--- src/rtl/if_fetch.sv ---
// Instruction-fetch stage: owns the PC, drives the single-outstanding imem request,
// and presents pc/inst/fetch-exception info to the IF/ID register.
module if_fetch #(
  parameter logic [31:0] RESET_PC = 32'hBFC00000
) (
  input  logic        clk,
  input  logic        resetn,
  input  logic        hazard_stall,
  input  logic        exe_stall,
  input  logic        cond_exe_stall,
  input  logic        jmp,
  input  logic [31:0] jmp_target,
  input  logic        int_flush,
  input  logic [31:0] int_target,
  output logic        imem_req,
  output logic [31:0] imem_addr,
  input  logic [31:0] imem_rdata,
  input  logic        imem_ack,
  output logic [31:0] pc,
  output logic [31:0] inst,
  output logic        cp0_ex,
  output logic [4:0]  cp0_excode,
  output logic [31:0] cp0_badvaddr
);

  typedef enum logic [1:0] {FETCH = 2'd0, HOLD = 2'd1, DROP = 2'd2} state_e;

  state_e      state_q, state_d;
  logic [31:0] pc_q, pc_d;
  logic [31:0] req_addr_q, req_addr_d;
  logic [31:0] hold_inst_q, hold_inst_d;
  logic [31:0] redir_tgt_q, redir_tgt_d;
  logic        redir_pend_q, redir_pend_d;

  logic stall_s, misalign_s, out_valid_s, consume_s, fetch_ok_s;

  // Stall merge, alignment check and delivery qualification
  always_comb begin
    stall_s    = hazard_stall | exe_stall | cond_exe_stall;
    misalign_s = (pc_q[1:0] != 2'b00);
    fetch_ok_s = (state_q == FETCH) && !misalign_s;
    case (state_q)
      FETCH:   out_valid_s = misalign_s | imem_ack;
      HOLD:    out_valid_s = 1'b1;
      default: out_valid_s = 1'b0;
    endcase
    consume_s = out_valid_s & ~stall_s;
  end

  // Next-state: flush > consume > delay-slot capture / stall hold / drop drain
  always_comb begin
    state_d      = state_q;
    pc_d         = pc_q;
    hold_inst_d  = hold_inst_q;
    redir_tgt_d  = redir_tgt_q;
    redir_pend_d = redir_pend_q;
    req_addr_d   = (state_q == FETCH) ? pc_q : req_addr_q;

    if (int_flush) begin
      pc_d         = int_target;
      redir_pend_d = 1'b0;
      // An issued request cannot be cancelled; drain it before refetching
      if ((fetch_ok_s || (state_q == DROP)) && !imem_ack) begin
        state_d = DROP;
      end else begin
        state_d = FETCH;
      end
    end else if (consume_s) begin
      if (jmp) begin
        pc_d = jmp_target;
      end else if (redir_pend_q) begin
        pc_d = redir_tgt_q;
      end else begin
        pc_d = pc_q + 32'd4;
      end
      redir_pend_d = 1'b0;
      state_d      = FETCH;
    end else begin
      if (jmp) begin
        redir_pend_d = 1'b1;
        redir_tgt_d  = jmp_target;
      end else begin
        redir_pend_d = redir_pend_q;
      end
      case (state_q)
        FETCH: begin
          // A misaligned fault is regenerated each cycle, so only real data needs holding
          if (out_valid_s && stall_s && !misalign_s) begin
            hold_inst_d = imem_rdata;
            state_d     = HOLD;
          end else begin
            state_d = FETCH;
          end
        end
        DROP:    state_d = imem_ack ? FETCH : DROP;
        default: state_d = state_q;
      endcase
    end
  end

  // State registers with synchronous active-low reset
  always_ff @(posedge clk) begin
    if (!resetn) begin
      state_q      <= FETCH;
      pc_q         <= RESET_PC;
      req_addr_q   <= RESET_PC;
      hold_inst_q  <= 32'd0;
      redir_tgt_q  <= 32'd0;
      redir_pend_q <= 1'b0;
    end else begin
      state_q      <= state_d;
      pc_q         <= pc_d;
      req_addr_q   <= req_addr_d;
      hold_inst_q  <= hold_inst_d;
      redir_tgt_q  <= redir_tgt_d;
      redir_pend_q <= redir_pend_d;
    end
  end

  // Output decode; everything forced to zero while in reset
  always_comb begin
    imem_req     = 1'b0;
    imem_addr    = 32'd0;
    pc           = 32'd0;
    inst         = 32'd0;
    cp0_ex       = 1'b0;
    cp0_excode   = 5'd0;
    cp0_badvaddr = 32'd0;
    if (resetn) begin
      if (state_q == DROP) begin
        imem_req  = 1'b1;
        imem_addr = req_addr_q;
      end else if (fetch_ok_s) begin
        imem_req  = 1'b1;
        imem_addr = pc_q;
      end else begin
        imem_req  = 1'b0;
      end
      if (out_valid_s) begin
        pc = pc_q;
        if (state_q == HOLD) begin
          inst = hold_inst_q;
        end else if (misalign_s) begin
          cp0_ex       = 1'b1;
          cp0_excode   = 5'h04;
          cp0_badvaddr = pc_q;
        end else begin
          inst = imem_rdata;
        end
      end else begin
        pc = 32'd0;
      end
    end else begin
      imem_req = 1'b0;
    end
  end

endmodule

--- config.mk ---
export PLATFORM = sky130hd
export DESIGN_NAME = if_fetch
export DESIGN_NICKNAME = d
export VERILOG_FILES = /design/src/rtl/if_fetch.sv
export SDC_FILE = /design/constraint.sdc
export NUM_CORES = 1
export LEC_CHECK = 0
export ABC_AREA = 1
export BUFFER_PORTS_ARGS = -buffer_cell sky130_fd_sc_hd__buf_2
export CORE_AREA = 4 4 117 230
export DETAILED_ROUTE_END_ITERATION = 10
export DIE_AREA = 0 0 121 234
export SYNTH_ARGS = -nofsm -noshare
export SYNTH_HDL_FRONTEND = slang
export SYNTH_SLANG_ARGS = --single-unit
export TNS_END_PERCENT = 1
--- constraint.sdc ---
create_clock -name clk -period 2.3 [get_ports clk]
set_input_delay 0.23 -clock clk [delete_from_list [all_inputs] [get_ports clk]]
set_output_delay 0.23 -clock clk [all_outputs]
set_load 0.05 [all_outputs]
== Word-level counts from Yosys, hierarchy flattened ==
Cells that the tools add are included.
Storage, ports and cells
  input port bits: 104
  register bits after elaboration: 131
Cells by class
  eq/ne operators: 2
  bitwise gates (word level): 8
  reduce and logical (&&, ||, !) cells: 14
  multiplexer cells: 35
  add/subtract/negate cells: 1
Operators by type and width (number)
  $mux W32: 17
  $add A32 B3 Y32 const B: 1
  $mux W3: 4
  $mux W1: 8
  $mux W2: 4
  $logic_and A1 B1 Y1: 4
  $not A1 Y1: 4
  $pmux W2 S2: 1
  $reduce_and A4 Y1: 1
  $reduce_bool A2 Y1: 2
  $reduce_bool A4 Y1: 1
  $or A1 B1 Y1: 3
  $reduce_and A3 Y1: 1
  $reduce_or A3 Y1: 1
  $eq A2 B1 Y1 const B: 1
  $eq A2 B2 Y1 const B: 1
  $logic_not A1 Y1: 2
  $logic_not A2 Y1: 1
  $pmux W1 S2: 1
  $and A1 B1 Y1: 1
  $logic_or A1 B1 Y1: 1

== Logic depth before layout (Yosys ltp) ==
  depth after elaboration: 9
  gate-level depth with buffers: 12

== Worst setup path after synthesis ==
Ideal clock, no wire load.
  path kind: reg-to-output
  start point: register pc_q[0]
  end point: output cp0_badvaddr[10]
  cell stages (with the launch flop): 8
  setup slack: -0.935 ns
  arrival: 3.005 ns
  path through: dfxtp_1 > nor2_4 > a31oi_4 > nand2_1 > nor3_1 > inv_1 > clkbuf_1 > nor2_1
On the way
  word-level cells in the longest chain between the ends: 5
RTL lines
  from (decl): RTL line 29  | logic [31:0] pc_q, pc_d;
  from (signal assigned): RTL line 112  | pc_q <= pc_d;
  $reduce_bool A2 Y1 *: RTL line 40  | misalign_s = (pc_q[1:0] != 2'b00);
  $or A1 B1 Y1 or $mux W32 (tied branches): RTL line 43, 143
  $pmux W1 S2 or $mux W32 (tied branches): RTL line 42, 141
  $mux W32 *: RTL line 139  | if (out_valid_s) begin
  $mux W32 *: RTL line 129  | if (resetn) begin
  to (decl): RTL line 23  | output logic [31:0] cp0_badvaddr
Mark *: on every way between the ends. The rest lies on a longest branch, timed or not.

== Final worst setup path ==
  start point: register pc_q[0]
  end point: output cp0_badvaddr[22]
Same word-level chain as after synthesis.

==> results_dict.tcl <==
set metrics [dict create \
    outcome "finished clean" \
    dp_hpwl_mm 24.46 \
    start_util_pct 29.44 \
    power_density_nw_per_um2 722.8 \
    setup_violations 0 \
    worst_slack_ns 0.06212 \
    cp_max_fo 15 \
    worstSetupEndpointType "primary output" \
    die_h_um 234 \
    globalplace.congestion 0.9357 \
    max_slew.worst_pin.slew_ns 0.5880 \
    hold_viol_final 0 \
    met3_usage_pct 3.283 \
    slew_headroom_pct 60.74 \
    rsz0062_at_grt "true" \
    ys_ff_latch 131 \
    drive_gt1_share_pct 25.68 \
    p_leak_nw 4.515 \
    num_io_pins 239 \
    grt_pass1_wl_mm 47.51 \
    wl_per_cell_um 17.81 \
    final.setup.tns_ns 0 \
    netlist_top_cells_area "dfxtp_1 (35%), nand2_1 (13%), nor2_1 (12%)" \
    grt-busiest-layer "met2" \
    cts.clk_slew.worst_paths_ns 0.06 \
    grt_overflow 0 \
    wirelength_mm 31.53 \
    skew_ns 0.009277 \
    syn_area_um2 7400 \
    synthCells 1203 \
    grt_pass1_vias 8712 \
    htreeDepth 4 \
    syn_to_final_growth_pct 41.80 \
    clk_latency_ns 0.43 \
    post-place-ws_ns 0.2509 \
    cp_slowest_cell "dfxtp_2" \
    synth.avg_cell_area_um2 6.151 \
    start_kind "flop" \
    peakVddDrop_mv 0.4538 \
    die_w_um 121 \
    clock-root-buffer "clkbuf_16" \
    io_buffers 234 \
    track_usage_pct 21.77 \
    grt_max_degree 58 \
    clock_sinks 131 \
    fin_crit_ns 2.238 \
    cts_buffer_depth 2 \
    antenna_found_initial 1 \
    use_met2_pct 41.96 \
    whs_ns 0.07301 \
    core_area_um2 25140 \
    ys_types 36 \
    path_cells "nor2_4, a31oi_4, nand2_2, nor3_4, inv_2, buf_6, nor2_2, buf_12" \
    cts-buffers-inserted 17 \
    dp.cells 1735 \
    std_cell_rows 82 \
    use_met1_pct 22.36 \
    finalCritPeriodShare_pct 97.30 \
    viasPerCell 5.037 \
    cap_violations 0 \
    nets 1525 \
    tritoncts "built" \
    die_area_um2 28310 \
    hold_class "primary input to flop" \
    worstPathRequired_ns 2.07 \
    ys_warn_count 0 \
    ys_seq_area_share_pct 35.44 \
    ant_nets 0 \
    nFillCells 2658 \
    synth.top_cell.area_share_pct 35.44 \
    path_class "flop to primary output" \
    maxSlewViolCount 0 \
    stdcell_count 1770 \
    vias 8916 \
    fmax_mhz 446.9 \
    drt-initial-drc-count 584 \
    yosys.area.top_type "dfxtp_1" \
    arrival_ns 2.01 \
    drc 0 \
    firstDrtPassIters 5 \
    slowest_delay_ns 0.38 \
]
[cell families (layout without fill, tap and decap cells)]
family | count (synthesis) | after routing | share of synthesized area [%]
simple gates | 604 | 604 | 32.89
compound gates | 294 | 294 | 21.95
buf+inv | 167 | 394 | 8.911
flops | 131 | 131 | 35.44
xor+xnor | 5 | 5 | 0.5918
fa+ha+maj | 1 | 1 | 0.1691
other cells | 1 | 5 | 0.05068
[cells in the mapped netlist]
library cell	count
a22oi_1	4
nand2_1	256
nor3_1	4
nor3b_1	1
o22ai_1	4
a31o_2	1
nand4_1	3
o21ai_0	120
a21oi_4	1
clkbuf_1	55
buf_2	11
a21oi_1	131
or2_2	2
clkinv_1	1
inv_2	3
dfxtp_1	131
o211ai_1	4
inv_1	78
buf_4	5
nor3_2	1
nor2_1	234
xor2_1	5
ha_1	1
nand3_1	99
conb_1	1
o221ai_1	2
nand2_2	2
o21ai_1	2
o2111ai_1	1
a31oi_4	1
nor2_4	1
a221oi_1	12
a211oi_1	1
nor2_2	1
o32ai_1	10
buf_1	14
[registers in the layout (all words and copies together), names as in the netlist]
register,flops
hold_inst_q,32
redir_tgt_q,32
state_q,2
req_addr_q,32
redir_pend_q,1
pc_q,32
[layout make-up]
class	count	area [µm²]	share of cell area, %
inverter	82	310.3	2.957
multi-input combinational	908	4282	40.81
timing repair buffer	280	2290	21.82
clock inverter	4	45.04	0.4293
sequential	131	2626	25.03
antenna	1	2.502	0.02385
tap	336	420.4	4.007
clock buffer	28	516.7	4.925
[timing repair]
| action | 4_1_cts | 5_1_grt |
|---|---|---|
| gates resized for setup | 29 | 24 |
| buffers inserted | 0 | 2 |
| hold buffers | 0 | 0 |
| cloned | 0 | 0 |
| hold endpoints to repair | 0 | 0 |
| endpoints found under the setup margin | 93 | 88 |
| pin swaps | 0 | 2 |
[worst paths after layout]
| kind | start | cells after the start | end | slack (ns) |
|---|---|---|---|---|
| setup / recovery | pc_q[0] | 8 | cp0_badvaddr[22] | 0.06 |
| hold / removal | imem_rdata[9] | 3 | hold_inst_q[9] | 0.07 |
| setup reg to reg | pc_q[0] | 8 | hold_inst_q[29] | 0.28 |
| hold reg to reg | redir_tgt_q[6] | 2 | redir_tgt_q[6] | 0.45 |
[metal layers]
metal,vias up,wire length [µm]
met5,-,0
met4,0,1445
met3,78,1508
met2,352,17220
met1,4116,11350
li1,4370,-
[cell usage in the layout, fill, tap and decap left out, types with 2 or more instances in the layout]
| cell type | count |
|---|---|
| nand2_1 | 253 |
| nor2_1 | 202 |
| buf_2 | 174 |
| dfxtp_1 | 128 |
| a21oi_1 | 122 |
| o21ai_0 | 120 |
| nand3_1 | 99 |
| inv_1 | 77 |
| buf_4 | 45 |
| buf_12 | 45 |
| nor2_2 | 32 |
| clkbuf_16 | 17 |
| buf_6 | 14 |
| a221oi_1 | 12 |
| o32ai_1 | 10 |
| a21oi_2 | 7 |
| clkbuf_1 | 6 |
| nand2_2 | 5 |
| xor2_1 | 5 |
| clkbuf_8 | 5 |
| a22oi_1 | 4 |
| o211ai_1 | 4 |
| o22ai_1 | 4 |
| conb_1 | 4 |
| a21oi_4 | 3 |
| inv_2 | 3 |
| nand4_1 | 3 |
| nor3_1 | 3 |
| clkinv_2 | 3 |
| dfxtp_2 | 3 |
| nor2_4 | 2 |
| o21ai_1 | 2 |
| or2_2 | 2 |
| o221ai_1 | 2 |
[report_power, final]
| part | internal (W) | switching (W) | total [W] |
|---|---|---|---|
| clock | 0.00163 | 0.000989 | 0.00261 |
| combinational | 0.000750 | 0.00160 | 0.00235 |
| sequential | 0.00248 | 0.000142 | 0.00262 |
[through the flow]
step	utilization (%)	area (µm²)	total power, W
after CTS	41.31	10390	0.007599
after floorplan	-	7497	0.004085
after global routing	41.74	10490	0.007936
after detailed placement	38.76	9743	0.004961
after global placement	38.76	9743	0.004942
final	41.74	10490	0.007584
[worst max-delay path: cells and delay by family (launching register included)]
family          cells  cell delay, ns
flops               1            0.38
compound gates      1            0.21
buf+inv             3            0.40
simple gates        4            0.58
Power figures use the tool's default switching activity.
